[config.mk]
export PLATFORM = sky130hd
export DESIGN_NAME = rx_depuncture
export DESIGN_NICKNAME = d
export VERILOG_FILES = /design/src/rtl/rx_depunc_pkg.sv /design/src/rtl/depunc_phase_ctr.sv /design/src/rtl/rx_depuncture.sv
export SDC_FILE = /design/constraint.sdc
export NUM_CORES = 1
export LEC_CHECK = 0
export ABC_AREA = 1
export ABC_CLOCK_PERIOD_IN_PS = 1690
export BUFFER_PORTS_ARGS = -buffer_cell sky130_fd_sc_hd__buf_2
export CAP_MARGIN = 40
export CORE_UTILIZATION = 50
export CTS_CLUSTER_DIAMETER = 100
export DETAILED_ROUTE_END_ITERATION = 16
export GPL_TIMING_DRIVEN = 0
export PLACE_DENSITY = 0.73
export SETUP_SLACK_MARGIN = 0.05
export SYNTH_ARGS = -nofsm -noshare
export SYNTH_HDL_FRONTEND = slang
export SYNTH_SLANG_ARGS = --single-unit
[constraint.sdc]
create_clock -name clk -period 1.69 [get_ports clk]
set_clock_uncertainty 0.05 [all_clocks]
set_input_delay 0 -clock clk [delete_from_list [all_inputs] [get_ports clk]]
set_output_delay 0 -clock clk [all_outputs]
set_load 0.02 [all_outputs]
[src/rtl/rx_depunc_pkg.sv]
// -----------------------------------------------------------------------------
// rx_depunc_pkg
// Shared definitions for the 802.11a receive depuncturer:
//   - code-rate encodings as carried on the rate input
//   - puncture-pattern phase type and last-phase value per rate
//   - neutral soft value inserted at erased positions
//   - helper mapping a rate code to its last phase
// -----------------------------------------------------------------------------
package rx_depunc_pkg;

  typedef enum logic [1:0] {
    RATE_1_2  = 2'd0,
    RATE_2_3  = 2'd1,
    RATE_3_4  = 2'd2,
    RATE_RSVD = 2'd3
  } rate_e;

  typedef logic [1:0] phase_t;

  // Last phase of the puncture pattern before wrapping back to 0.
  localparam phase_t PHASE_END_1_2 = 2'd1;
  localparam phase_t PHASE_END_2_3 = 2'd2;
  localparam phase_t PHASE_END_3_4 = 2'd3;

  // Soft value meaning "no information" to the Viterbi branch metric.
  localparam int ERASE_VAL = 0;

  // Reserved rate code falls back to the unpunctured (1/2) pattern.
  function automatic phase_t phase_end_f(input logic [1:0] r);
    case (r)
      RATE_2_3: phase_end_f = PHASE_END_2_3;
      RATE_3_4: phase_end_f = PHASE_END_3_4;
      default:  phase_end_f = PHASE_END_1_2;
    endcase
  endfunction

endpackage

[src/rtl/depunc_phase_ctr.sv]
// -----------------------------------------------------------------------------
// depunc_phase_ctr
// Puncture-pattern phase counter with rate-dependent wrap.
// Ports:
//   clk, rst       clock, synchronous active-high reset
//   i_clear        frame_start: phase restarts at 0 this cycle
//   i_adv          a soft bit is accepted this cycle
//   i_last         accepted bit is the frame's last coded bit
//   i_phase_end    last phase of the current pattern
//   o_phase        phase of the bit presented this cycle (0 if i_clear)
// -----------------------------------------------------------------------------
module depunc_phase_ctr
  import rx_depunc_pkg::*;
(
  input  logic       clk,
  input  logic       rst,
  input  logic       i_clear,
  input  logic       i_adv,
  input  logic       i_last,
  input  logic [1:0] i_phase_end,
  output logic [1:0] o_phase
);

  phase_t r_phase;

  // A frame_start bit is processed as phase 0, so the clear is seen combinationally.
  assign o_phase = i_clear ? 2'd0 : r_phase;

  // Phase register: advance on accept, wrap at pattern end or on the frame's last bit.
  always_ff @(posedge clk) begin
    if (rst) begin
      r_phase <= 2'd0;
    end else if (i_adv) begin
      if (i_last || (o_phase >= i_phase_end)) begin
        r_phase <= 2'd0;
      end else begin
        r_phase <= o_phase + 2'd1;
      end
    end else if (i_clear) begin
      r_phase <= 2'd0;
    end else begin
      r_phase <= r_phase;
    end
  end

endmodule

[src/rtl/rx_depuncture.sv]
// -----------------------------------------------------------------------------
// rx_depuncture
// Reinserts the bits stolen by the 802.11a puncturer (rates 2/3, 3/4) and
// emits rate-1/2 (A,B) soft-bit pairs through a one-deep output register.
// Optional build macro: DEPUNC_ERASURE_FLAGS_EN adds out_era_a/out_era_b;
// without it erasures are signalled only by the neutral soft value 0.
// Ports:
//   clk, rst                  clock, synchronous active-high reset
//   frame_start, rate         latch rate and restart the pattern
//   in_valid/in_ready/in_bit/in_last   soft coded bit input handshake
//   out_valid/out_ready       output pair handshake
//   out_a, out_b              soft bits for encoder outputs A and B
//   out_era_a, out_era_b      inserted-erasure marks (macro builds only)
//   out_last                  pair carries the frame's final coded bit
// -----------------------------------------------------------------------------
module rx_depuncture
  import rx_depunc_pkg::*;
#(
  parameter int SW = 3
) (
  input  logic          clk,
  input  logic          rst,
  input  logic          frame_start,
  input  logic [1:0]    rate,
  input  logic          in_valid,
  output logic          in_ready,
  input  logic [SW-1:0] in_bit,
  input  logic          in_last,
  output logic          out_valid,
  input  logic          out_ready,
  output logic [SW-1:0] out_a,
  output logic [SW-1:0] out_b,
`ifdef DEPUNC_ERASURE_FLAGS_EN
  output logic          out_era_a,
  output logic          out_era_b,
`endif
  output logic          out_last
);

  localparam logic [SW-1:0] L_ERASE = SW'(ERASE_VAL);

  logic [1:0]    r_rate;
  logic [SW-1:0] r_hold;
  logic          r_out_valid;
  logic [SW-1:0] r_out_a;
  logic [SW-1:0] r_out_b;
  logic          r_out_last;

  logic          w_accept;
  logic [1:0]    w_rate_eff;
  logic [1:0]    w_phase;
  logic          w_emit;
  logic [SW-1:0] w_a;
  logic [SW-1:0] w_b;
`ifdef DEPUNC_ERASURE_FLAGS_EN
  logic          w_era_a;
  logic          w_era_b;
  logic          r_era_a;
  logic          r_era_b;
`endif

  assign in_ready = !r_out_valid || out_ready;
  assign w_accept = in_valid && in_ready;
  // A bit arriving with frame_start already uses the new rate.
  assign w_rate_eff = frame_start ? rate : r_rate;

  depunc_phase_ctr u_phase_ctr (
    .clk         (clk),
    .rst         (rst),
    .i_clear     (frame_start),
    .i_adv       (w_accept),
    .i_last      (in_last),
    .i_phase_end (phase_end_f(w_rate_eff)),
    .o_phase     (w_phase)
  );

  // Pair assembly for the accepted bit according to the pattern phase.
  always_comb begin
    w_emit = 1'b0;
    w_a    = L_ERASE;
    w_b    = L_ERASE;
`ifdef DEPUNC_ERASURE_FLAGS_EN
    w_era_a = 1'b0;
    w_era_b = 1'b0;
`endif
    if (w_accept) begin
      case (w_phase)
        2'd0: begin
          // A lone trailing A bit is flushed with B erased.
          if (in_last) begin
            w_emit = 1'b1;
            w_a    = in_bit;
`ifdef DEPUNC_ERASURE_FLAGS_EN
            w_era_b = 1'b1;
`endif
          end else begin
            w_emit = 1'b0;
          end
        end
        2'd1: begin
          w_emit = 1'b1;
          w_a    = r_hold;
          w_b    = in_bit;
        end
        2'd2: begin
          w_emit = 1'b1;
          w_a    = in_bit;
`ifdef DEPUNC_ERASURE_FLAGS_EN
          w_era_b = 1'b1;
`endif
        end
        2'd3: begin
          w_emit = 1'b1;
          w_b    = in_bit;
`ifdef DEPUNC_ERASURE_FLAGS_EN
          w_era_a = 1'b1;
`endif
        end
        default: begin
          w_emit = 1'b0;
        end
      endcase
    end else begin
      w_emit = 1'b0;
    end
  end

  // Rate latch, A-bit hold and the one-deep output register.
  always_ff @(posedge clk) begin
    if (rst) begin
      r_rate      <= 2'd0;
      r_hold      <= '0;
      r_out_valid <= 1'b0;
      r_out_a     <= '0;
      r_out_b     <= '0;
      r_out_last  <= 1'b0;
`ifdef DEPUNC_ERASURE_FLAGS_EN
      r_era_a     <= 1'b0;
      r_era_b     <= 1'b0;
`endif
    end else begin
      if (frame_start) begin
        r_rate <= rate;
      end else begin
        r_rate <= r_rate;
      end

      if (w_accept && (w_phase == 2'd0) && !in_last) begin
        r_hold <= in_bit;
      end else if (frame_start) begin
        r_hold <= '0;
      end else begin
        r_hold <= r_hold;
      end

      // Emission only happens when in_ready, i.e. the register is free or draining.
      if (w_emit) begin
        r_out_valid <= 1'b1;
        r_out_a     <= w_a;
        r_out_b     <= w_b;
        r_out_last  <= in_last;
`ifdef DEPUNC_ERASURE_FLAGS_EN
        r_era_a     <= w_era_a;
        r_era_b     <= w_era_b;
`endif
      end else if (out_ready) begin
        r_out_valid <= 1'b0;
      end else begin
        r_out_valid <= r_out_valid;
      end
    end
  end

  assign out_valid = r_out_valid;
  assign out_a     = r_out_a;
  assign out_b     = r_out_b;
  assign out_last  = r_out_last;
`ifdef DEPUNC_ERASURE_FLAGS_EN
  assign out_era_a = r_era_a;
  assign out_era_b = r_era_b;
`endif

endmodule

==> run metrics <==
crit-path cells dlygate4sd3_1 -> buf_2 -> nand2_1 -> nand2_1 -> ha_1 -> ha_1 -> o21ai_2 -> nand3_1 -> a21oi_1; Power Dens Cells 719 nW/um2; Int Pwr 525 uW; fin area 1030 um2; first-pass GRT wire length a little over 3000 um; Bufs and invs on worst path 2; die height 41.7 um; die width 41.7 um; Sink Count 15; slowest CP cell dlygate4sd3_1; Sw Ratio between 20 and 30%; Setup crit end kind flip-flop; CTS tree built; RSZ-0062 raised after global routing no; crit share post-route 88.9%; DRT Pass-1 Iters 4; Combinational Power Share a little over a fifth; number of CTS-inserted buffers 3; Die ar. 1740 um2; achievable frequency 665 MHz; placed cell area 902 um2; critical path's top delay family buffers and inverters; Synth Net Count 124; DR vias 797; Flop pwr share between 50% and 60%; Final Max Tran Viols 0; R2R Path Start u_phase_ctr.r_phase[1]; synthesized instance count 106; routed wire length 1750 um; fin crit period 1.50 ns; Setup CP Type in2reg; Worst-Skew Late Latency 0.28 ns; Area Overhead vs Synth 30.6%; IO buf count 19; Peak VDD IR 0.000480 V; CTS clk-pin slew, worst paths 0.09 ns; Worst path max stage delay 0.54 ns; CP Max Fanout 2; number of global-route vias before repair between 700 and 800; MaxCap Viol Count 0; Syn Std Cell Area 788 um2; antenna violations before repair 0; status finished, final reports clean; final hold vios 0; most frequent cells after synthesis 20 x nand2_1, 16 x nand3_1, 15 x dfxtp_1, 14 x a21oi_1, 10 x inv_1; largest net degree at the start of global routing 11; Top FF cell, synth dfxtp_1; GRT Total Usage 22.3%; Util after Layout 74.5%; Fillers between 100 and 150; ys async rst share 0%; top-count cell post-synth nand2_1; register bit total from synthesis 15; CORE AREA 1380 um2; clock root buffer clkbuf_4; final setup vio count 0; Slew HR 67.9%; maximum buffer depth of the clock tree 2; drt via density 5.21; NumNets Final between 150 and 200; number of distinct library cells after synthesis 17; Leak Pwr 0.491 nW; slew at the pin closest to its max-slew limit 0.482 ns; I/O Pins 20; critical path launch point type primary input; hold path start in_valid; crit path DAT 1.67 ns; hold_ws 0.0678 ns; Routed WL per cell 11.4 um; P_sw ~220 uW; Crit. Startpoint rate[0]; total gr overflow 0; clock share of power 28.1%; TNS Setup 0 ns; initial drt markers 15; Hold Crit Class in2reg; drt drc 0; Pwr Total 740 uW; post-synth top area share 38.1%; register area share after synthesis between 30% and 40%; synthesis warning total 0; # rows 13; global placement routability congestion between 0.7 and 0.8; Post-synth EDFFs 0; layout cell share with drive strength beyond 1 24.6%; post-synth top area cell dfxtp_1; # diodes 0; post-DP HPWL 1240 um; Synth area leaders dfxtp_1 38%, ha_1 11%, nand3_1 10%, nand2_1 9.5%, a21oi_1 8.9%; Detail Route Antenna Nets 0; H-tree level count 1; required time of the worst setup path ~1.9 ns; initial core utilization a little under three fifths; post-synthesis area per instance 7.44 um2
==> layout by cell type, fill, tap and decap left out, types with 2 or more instances in the layout <==
cell / n
a21oi_1: 14
buf_2: 19
clkbuf_1: 2
clkbuf_4: 3
dfxtp_1: 15
dlygate4sd3_1: 9
ha_1: 7
inv_1: 10
inv_2: 4
nand2_1: 20
nand2_2: 2
nand2_4: 2
nand3_1: 16
nor2_1: 6
nor2_4: 2
o21ai_0: 2
==> logic make-up after synthesis <==
| logic type | Yosys count | share of synthesized area [%] |
|---|---|---|
| buffers and inverters | 16 | 7.62 |
| AO/OA/AOI/OAI | 17 | 10.8 |
| flip-flops | 15 | 38.1 |
| AND/OR/NAND/NOR | 50 | 31.1 |
| multiplexers | 1 | 1.27 |
| adder cells (fa/ha/maj) | 7 | 11.1 |
==> worst register-to-register path, cell delays in order, from the launching register on <==
cell and delay (ns):
dfxtp_1 0.32, inv_1 0.05, nor2_4 0.13, inv_1 0.08, ha_1 0.23, inv_2 0.08, nor2_4 0.04, nor2_1 0.18
nand3_1 0.10, a21oi_1 0.13
==> registers in the layout, summed over array words and instances, names as in the netlist <==
| register | cells |
|---|---|
| out_valid | 1 |
| u_phase_ctr.r_phase | 2 |
| out_b | 3 |
| out_a | 3 |
| r_hold | 3 |
| out_last | 1 |
| r_rate | 2 |
==> path summary, 6_finish.rpt <==
path,endpoint,slack [ns],cells after the start
max,u_phase_ctr.r_phase[0],0.19,9
min,r_hold[2],0.07,4
max reg2reg,out_a[1],0.22,9
min reg2reg,out_b[1],0.42,2
==> cell type report <==
class	count	area, um2	share of cell area [%]
Multi-Input combinational cell	75	439	42.6
Sequential cell	15	300	29.2
Timing Repair Buffer	28	185	18.0
Tap cell	15	18.8	1.82
Clock buffer	4	26.3	2.55
Buffer	1	3.75	0.365
Inverter	15	56.3	5.47
==> repair_timing <==
item | 4_1_cts | 5_1_grt
hold buffers | 9 | 0
endpoints found under the hold margin | 10 | 0
resized for setup | 0 | 4
setup buffers | 0 | 0
endpoints found under the setup margin | 0 | 12
==> power groups by stage <==
stage | clock network (mW) | logic [mW] | registers, mW
5_1_grt | 0.224 | 0.176 | 0.377
3_5_place_dp | 0 | 0.133 | 0.383
3_3_place_gp | 0 | 0.127 | 0.382
2_1_floorplan | 0 | 0.0785 | 0.391
4_1_cts | 0.210 | 0.150 | 0.375
6_report | 0.208 | 0.157 | 0.375
==> stage by stage <==
stage	worst slack, ns	instances
5_1_grt	0.0746	153
4_1_cts	0.0563	153
3_5_place_dp	0.0807	140
3_3_place_gp	0.150	140
6_report	0.187	153
2_1_floorplan	0.297	106
==> per-layer routing <==
layer,wire [um],share of wire [%],vias up,global-route usage [%]
met4,51,2.9,0,12.9
met5,0,0,-,0
li1,-,-,412,-
met2,862,49,28,39.1
met3,75,4.3,7,3.91
met1,759,43,350,24.9
Note: power is estimated with default switching activity, not from simulation.
